<file path="config.mk">
export PLATFORM = sky130hd
export DESIGN_NAME = hazard_ctrl
export DESIGN_NICKNAME = d
export VERILOG_FILES = /design/src/rtl/cpu_param.sv /design/src/rtl/md_busy_counter.sv /design/src/rtl/hazard_ctrl.sv
export SDC_FILE = /design/constraint.sdc
export NUM_CORES = 1
export LEC_CHECK = 0
export ABC_AREA = 1
export BUFFER_PORTS_ARGS = -buffer_cell sky130_fd_sc_hd__buf_2
export CORE_MARGIN = 2
export CORE_UTILIZATION = 23
export DETAILED_ROUTE_END_ITERATION = 10
export SYNTH_ARGS = -nofsm -noshare
export SYNTH_HDL_FRONTEND = slang
export SYNTH_HIERARCHICAL = 1
export SYNTH_SLANG_ARGS = --single-unit
</file>
<file path="constraint.sdc">
create_clock -name clk -period 1.71 [get_ports clk]
set_input_delay 0.2565 -clock clk [delete_from_list [all_inputs] [get_ports clk]]
set_output_delay 0.2565 -clock clk [all_outputs]
set_load 0.01 [all_outputs]
</file>
<file path="src/rtl/cpu_param.sv">
// rtl/cpu_param.sv - shared pipeline constants and shadow-entry type for the hazard controller
package cpu_param;

    localparam logic [1:0] TUSE_NONE = 2'd3;

    localparam logic [1:0] FWD_GRF = 2'd0;
    localparam logic [1:0] FWD_E   = 2'd1;
    localparam logic [1:0] FWD_M   = 2'd2;
    localparam logic [1:0] FWD_W   = 2'd3;

    localparam int MULT_CYCLES_DEF = 5;
    localparam int DIV_CYCLES_DEF  = 10;

    typedef struct packed {
        logic [4:0] rs;
        logic [4:0] rt;
        logic [4:0] dst;
        logic [1:0] tnew;
        logic       md;
        logic       div;
    } shadow_t;

    typedef struct packed {
        logic       stall;
        logic [1:0] sel;
    } op_res_t;

    // One pipeline step closer to the result: tnew counts down and stays at 0.
    function automatic shadow_t shadow_age(input shadow_t s);
        shadow_t r;
        r = s;
        r.tnew = (s.tnew == 2'd0) ? 2'd0 : s.tnew - 2'd1;
        return r;
    endfunction

endpackage

</file>
<file path="src/rtl/md_busy_counter.sv">
// rtl/md_busy_counter.sv - mult/div busy counter: loads on start, counts down to zero
module md_busy_counter #(
    parameter int MULT_CYCLES = 5,
    parameter int DIV_CYCLES  = 10,
    parameter int CW          = 4
) (
    input  logic          clk,
    input  logic          reset,
    input  logic          start,
    input  logic          div,
    output logic          busy,
    output logic [CW-1:0] count
);

    always_ff @(posedge clk) begin
        if (reset) begin
            count <= '0;
        end else if (start) begin
            count <= div ? CW'(DIV_CYCLES) : CW'(MULT_CYCLES);
        end else if (count != '0) begin
            count <= count - CW'(1);
        end
    end

    assign busy = (count != '0);

endmodule

</file>
<file path="src/rtl/hazard_ctrl.sv">
// rtl/hazard_ctrl.sv - stall/flush and forwarding control for the five-stage core
// Optional mult/div sequencing is built only when HAZARD_MD_EN is defined.
module hazard_ctrl
    import cpu_param::*;
#(
    parameter int MULT_CYCLES = MULT_CYCLES_DEF,
    parameter int DIV_CYCLES  = DIV_CYCLES_DEF
) (
    input  logic       clk,
    input  logic       reset,
    input  logic [4:0] id_rs,
    input  logic [4:0] id_rt,
    input  logic [1:0] id_tuse_rs,
    input  logic [1:0] id_tuse_rt,
    input  logic [4:0] id_dst,
    input  logic [1:0] id_tnew,
    input  logic       id_md_start,
    input  logic       id_md_div,
    input  logic       id_md_use,
    output logic       stall,
    output logic       pc_en,
    output logic       fd_en,
    output logic       de_clr,
    output logic [1:0] fwd_id_rs,
    output logic [1:0] fwd_id_rt,
    output logic [1:0] fwd_e_rs,
    output logic [1:0] fwd_e_rt,
    output logic       md_start,
    output logic       md_busy
);

    shadow_t e_q, m_q, w_q;
    shadow_t e_in;
    op_res_t rs_res, rt_res;
    logic    md_stall;

    // Only the nearest writer of an operand decides both stall and forward source.
    function automatic op_res_t id_check(input logic [4:0] a, input logic [1:0] tuse,
                                         input shadow_t e, input shadow_t m, input shadow_t w);
        op_res_t r;
        r = '0;
        if (tuse != TUSE_NONE && a != 5'd0) begin
            if (e.dst == a) begin
                r.stall = (e.tnew > tuse);
                r.sel   = (e.tnew == 2'd0) ? FWD_E : FWD_GRF;
            end else if (m.dst == a) begin
                r.stall = (m.tnew > tuse);
                r.sel   = (m.tnew == 2'd0) ? FWD_M : FWD_GRF;
            end else if (w.dst == a) begin
                r.stall = (w.tnew > tuse);
                r.sel   = (w.tnew == 2'd0) ? FWD_W : FWD_GRF;
            end
        end
        return r;
    endfunction

    function automatic logic [1:0] e_check(input logic [4:0] a, input shadow_t m, input shadow_t w);
        logic [1:0] sel;
        sel = FWD_GRF;
        if (a != 5'd0) begin
            if (m.dst == a) begin
                sel = (m.tnew == 2'd0) ? FWD_M : FWD_GRF;
            end else if (w.dst == a) begin
                sel = (w.tnew == 2'd0) ? FWD_W : FWD_GRF;
            end
        end
        return sel;
    endfunction

    always_comb begin
        rs_res = id_check(id_rs, id_tuse_rs, e_q, m_q, w_q);
        rt_res = id_check(id_rt, id_tuse_rt, e_q, m_q, w_q);
    end

    assign stall     = rs_res.stall | rt_res.stall | md_stall;
    assign pc_en     = ~stall;
    assign fd_en     = ~stall;
    assign de_clr    = stall;
    assign fwd_id_rs = rs_res.sel;
    assign fwd_id_rt = rt_res.sel;
    assign fwd_e_rs  = e_check(e_q.rs, m_q, w_q);
    assign fwd_e_rt  = e_check(e_q.rt, m_q, w_q);

    always_comb begin
        e_in = '0;
        if (!stall) begin
            e_in.rs   = id_rs;
            e_in.rt   = id_rt;
            e_in.dst  = id_dst;
            e_in.tnew = id_tnew;
`ifdef HAZARD_MD_EN
            e_in.md   = id_md_start;
            e_in.div  = id_md_start & id_md_div;
`endif
        end
    end

    always_ff @(posedge clk) begin
        if (reset) begin
            e_q <= '0;
            m_q <= '0;
            w_q <= '0;
        end else begin
            e_q <= e_in;
            m_q <= shadow_age(e_q);
            w_q <= shadow_age(m_q);
        end
    end

`ifdef HAZARD_MD_EN
    localparam int MD_MAX = (DIV_CYCLES > MULT_CYCLES) ? DIV_CYCLES : MULT_CYCLES;
    localparam int MD_CW  = $clog2(MD_MAX + 1);

    logic [MD_CW-1:0] md_count;
    logic             unused_md;

    md_busy_counter #(
        .MULT_CYCLES (MULT_CYCLES),
        .DIV_CYCLES  (DIV_CYCLES),
        .CW          (MD_CW)
    ) u_md_busy_counter (
        .clk   (clk),
        .reset (reset),
        .start (e_q.md),
        .div   (e_q.div),
        .busy  (md_busy),
        .count (md_count)
    );

    assign md_start  = e_q.md;
    // A HI/LO consumer also waits out the start cycle, before the counter has loaded.
    assign md_stall  = id_md_use & (md_busy | md_start);
    assign unused_md = ^md_count;
`else
    logic unused_md;

    assign md_start  = 1'b0;
    assign md_busy   = 1'b0;
    assign md_stall  = 1'b0;
    assign unused_md = ^{id_md_start, id_md_div, id_md_use, e_q.md, e_q.div};
`endif

    logic unused_shadow;
    assign unused_shadow = ^{m_q.rs, m_q.rt, m_q.md, m_q.div, w_q.rs, w_q.rt, w_q.md, w_q.div};

endmodule

</file>
### Word-level counts from Yosys, hierarchy flattened

Cells that the tools add are included.

* divide/modulo/power cells: 0
* reductions and logical operators: 12
* bitwise logic cells: 2
* multiply operators: 0
* mux-type cells: 17
* $add $sub $neg: 2
* shifts and indexed selects: 0
* order comparisons: 6
* eq/ne operators: 12

Operators with widths (count)
* 5-bit == test: 10
* 3-bit two-way mux: 8
* 5-bit nonzero test: 4
* 2-bit two-way mux: 8
* 2-bit greater-than comparator: 6
* 2-bit zero test: 3
* 2-bit OR reduction: 3
* 2-bit != test, second input constant: 2
* 2-bit by 1-bit subtractor with 2-bit output, second input constant: 2
* 1-bit logical AND: 2
* 1-bit two-way mux: 1
* 1-bit inverter: 1
* 1-bit bitwise OR: 1

* logic and storage cells: 59
* memory bits (read-only): 0
* register bits: 31
* memories kept: 0
* bits in latches: 0
* memory bits (writable): 0

### Depth between registers and ports, before layout

* word-level depth: 8
* gate-level depth with buffers: 13
* mapped depth without buffers: 11

### Worst setup path after synthesis

No wires, ideal clock.

* path type: input to output
* start: in id_tuse_rs[1]
* end: out pc_en
* data required time: 1454 ps
* stages on the path: 12
* setup slack: 1 ps
* data arrival time: 1452 ps
* path buffers: 1
* cell sequence: inv_1 ha_1 inv_1 nor2_1 o21ai_0 nor2_1 nor2_1 nand2_1 nand2_2 nand2_1 inv_1 buf_4

* longest elaborated chain between the ends: 7

RTL lines
* start: declaration: RTL line hazard_ctrl.sv:13 `input logic [1:0] id_tuse_rs,`
* 2-bit greater-than comparator: RTL line hazard_ctrl.sv:50 `r.stall = (w.tnew > tuse);`
* 3-bit two-way mux: RTL line hazard_ctrl.sv:49 `end else if (w.dst == a) begin`
* 3-bit two-way mux: RTL line hazard_ctrl.sv:46 `end else if (m.dst == a) begin`
* 3-bit two-way mux: RTL line hazard_ctrl.sv:43 `if (e.dst == a) begin`
* 3-bit two-way mux (*): RTL line hazard_ctrl.sv:42 `if (tuse != TUSE_NONE && a != 5'd0) begin`
* 1-bit bitwise OR (*): RTL line hazard_ctrl.sv:75 `assign stall = rs_res.stall | rt_res.stall | md_stall;`
* via de_clr: RTL line hazard_ctrl.sv:23 `output logic de_clr,`
* 1-bit inverter (*)
* end: declaration: RTL line hazard_ctrl.sv:21 `output logic pc_en,`

The timed path passes the listed nets; every way through them passes the cells marked *.

### Final worst setup path

* start: reg w_q[3] (netlist name)
* end: out fd_en

* longest elaborated chain between the ends: 7

RTL lines
* start: declaration: RTL line hazard_ctrl.sv:32 `shadow_t e_q, m_q, w_q;`
* start signal: assignment: RTL line hazard_ctrl.sv:106 `w_q <= shadow_age(m_q);`
* 2-bit greater-than comparator: RTL line hazard_ctrl.sv:50
* 3-bit two-way mux: RTL line hazard_ctrl.sv:49
* 3-bit two-way mux: RTL line hazard_ctrl.sv:46
* 3-bit two-way mux: RTL line hazard_ctrl.sv:43
* 3-bit two-way mux: RTL line hazard_ctrl.sv:42
* 1-bit bitwise OR (*): RTL line hazard_ctrl.sv:75
* 1-bit inverter (*): RTL line hazard_ctrl.sv:77 `assign fd_en = ~stall;`
* end: declaration: RTL line hazard_ctrl.sv:22 `output logic fd_en,`

Every way passes the cells marked *; elsewhere a longest branch is shown, timed or not.

==> flow_summary.ini <==
[outcome]
status = finished with violations
violations = negative setup slack

[logic_synthesis]
ys_ff_latch = 31
syn_inst = 321
synth_warnings = 6
ys_types = 29
ys_seq_area_frac = 0.292
syn_area_um2 = 2120
synth_area_per_cell_um2 = 6.61

[cells_and_area]
area_growth_pct = 41.7
drive_gt1_frac = 0.403
final_nets = 424
design_area_um2 = 3010
n_antenna_cell = 0
fillers = 995
post-route-util = 0.330

[critical_path]
critPathArrivalTime_ps = 1690
required_ps = 1450
worst-r2r-setup-slack_ps = 80
r2r-end = e_q[9]
max_stage_delay_ps = 370
endpoint = fd_en
cp_slowest_cell = dfxtp_4
cp-end-kind = primary output
criticalPathCategory = reg2out
setup.worst_path.start = w_q[3]
reg2reg_from = w_q[3]
worst_setup_path_start_kind = flip-flop
worst-path-max-fanout = 3
r2r_cells = 11
crit_path_cell_trace = ha_4, inv_2, nor2_4, o21ai_2, nor2_1, nand2_1, nand2_1, nand2_2, nand2_4, inv_2, buf_6

[clock_network]
cts_max_level = 2
root_buffer = clkbuf_8
clock_sinks = 31
insertion_delay_ps = 300
clkSlewWorstSetupHoldPaths_ps = 70
max-clock-path-buffers = 2
cts_buffers = 5
cts_tree = built

[sta]
layout_min_cycle_time_ps = 1950
rsz0062_at_grt = yes
max_freq_mhz = 513
setup_viol = 12
fin_setup_tns_ps = -1880
drv_slew = 0
hold_viol = 0
skew_ps = 6.53
setup_slack_ps = -238
fin_crit_sh = 1.14

[routing]
first_pass_iters = 4
detail_route.iter0.violations = 89
routed_via_density = 4.33
drtAntennaViolNets = 0
wirelength_um = 6480
num_vias = 2146
drc_errors = 0
wire_per_inst_um = 13.1

[power]
pwr-share-clk = 0.286
power_mw = 2.04
p_comb_frac = 0.312
power.switching_uw = 712
p_int_mw = 1.33
ir_drop_mv = 0.298
powerDensity_nw_per_um2 = 680
seqPwrFrac = 0.401
p_leak_nw = 1.46
switching_share = 0.348

[place]
io_buffers = 34
place_area_um2 = 2550
routabilityCongestion = 0.891
dp_hpwl_um = 4700

[floorplan]
dieWidth_um = 100
rows = 35
die_h_um = 100
core_area_um2 = 9110
initial_core_util = 0.233
die-area_um2 = 10000
pin_count = 40

[grt]
grt_max_degree = 18
antenna_found_initial = 0
grt_use_total = 0.127
grt_overflow = 0
grt_pass1_wl_um = 9830
grt_pass1_vias = 2122

[flow_run]
drv_cap = 0

[hold_path]
hp-class = in2reg
==> cells by family (layout without fill, tap and decap cells) <==
group	Yosys count	in the layout	share of synthesized area
AO/OA/AOI/OAI	21	21	0.0566
XOR/XNOR	29	29	0.120
adder cells (fa/ha/maj)	14	14	0.0825
buffers and inverters	62	123	0.122
flip-flops	31	31	0.292
other	1	2	0.00177
AND/OR/NAND/NOR	163	165	0.325
==> state kept, by name, indices dropped and copies added, names as in the netlist <==
name,flops
e_q,17
m_q,7
w_q,7
==> per-layer routing <==
metal | global-route usage | vias up | part of all wire
li1 | - | 1112 | -
met5 | 0 | - | 0
met2 | 0.230 | 41 | 0.50
met1 | 0.149 | 980 | 0.44
met4 | 0.0400 | 0 | 0.019
met3 | 0.0292 | 13 | 0.045
==> worst max-delay path, delay by kind of cell, from the launching register on <==
kind	cells	cell delay, ps
simple gates	6	490
flops	1	370
fa+ha+maj	1	270
buf+inv	3	200
compound gates	1	70
==> stage by stage <==
step                      setup WS, ps  hold slack (ps)  std cells
after floorplan                   1.17              328        322
after global placement            -132              410        482
after detailed placement          -137              412        482
after CTS                         -185              164        493
after global routing              -340              166        496
final                             -238              165        496
==> worst min-delay path by stage <==
stage	startpoint	to	slack (ps)	cells after the start
5_1_grt	id_dst[1]	e_q[5]	170	3
4_1_cts	id_dst[1]	e_q[5]	160	3
3_5_place_dp	e_q[2]	m_q[2]	410	1
2_1_floorplan	reset	m_q[2]	330	1
6_report	id_dst[4]	e_q[8]	160	3
3_3_place_gp	e_q[2]	m_q[2]	410	1
==> placed cells by master (no fill, tap or decap), drive strengths merged, types with 2 or more instances in the layout <==
cell / count
dfxtp: 31
nor3: 6
inv: 53
nor2: 67
nor3b: 3
conb: 2
buf: 62
nand4: 7
clkbuf: 6
xor2: 12
o21ai: 8
a21oi: 10
a211oi: 2
nand2: 70
nand3: 10
ha: 14
xnor2: 17
==> synth_stat cells, drive strengths merged <==
cell type / count / area (um^2)
a211oi: 2 / 15.0
nor3: 6 / 30.0
ha: 14 / 175
nand4: 7 / 50.1
nor2: 67 / 254
nor2b: 1 / 6.26
or3: 1 / 6.26
dfxtp: 31 / 621
o21ai: 8 / 40.0
o31ai: 1 / 7.51
xor2: 12 / 105
conb: 1 / 3.75
buf: 6 / 46.3
nand2: 70 / 268
nor3b: 3 / 22.5
nand3: 8 / 52.6
a21oi: 10 / 57.6
clkbuf: 3 / 13.8
inv: 53 / 199
xnor2: 17 / 149
==> power groups by stage <==
stage,Sequential [mW],Clock [mW],Combinational [mW]
6_report,0.821,0.585,0.638
5_1_grt,0.827,0.629,0.708
3_3_place_gp,0.833,0,0.501
4_1_cts,0.819,0.593,0.575
3_5_place_dp,0.835,0,0.513
2_1_floorplan,0.819,0,0.337
==> area by class of cell <==
class / count / area (um^2) / area share
clock inverter: 2 / 12.5 / 0.00416
timing repair buffer: 62 / 420 / 0.140
multi-input combinational: 231 / 1490 / 0.496
tap: 111 / 139 / 0.0462
clock buffer: 6 / 72.6 / 0.0241
sequential: 31 / 667 / 0.222
inverter: 53 / 204 / 0.0678
==> repair_timing <==
item | in CTS | in global routing
hold buffers | 0 | 0
pin swaps | 14 | 21
resized for setup | 62 | 38
cloned | 0 | 2
setup buffers | 3 | 2
setup endpoints to repair | 12 | 29
(Power assumes the default switching activity.)
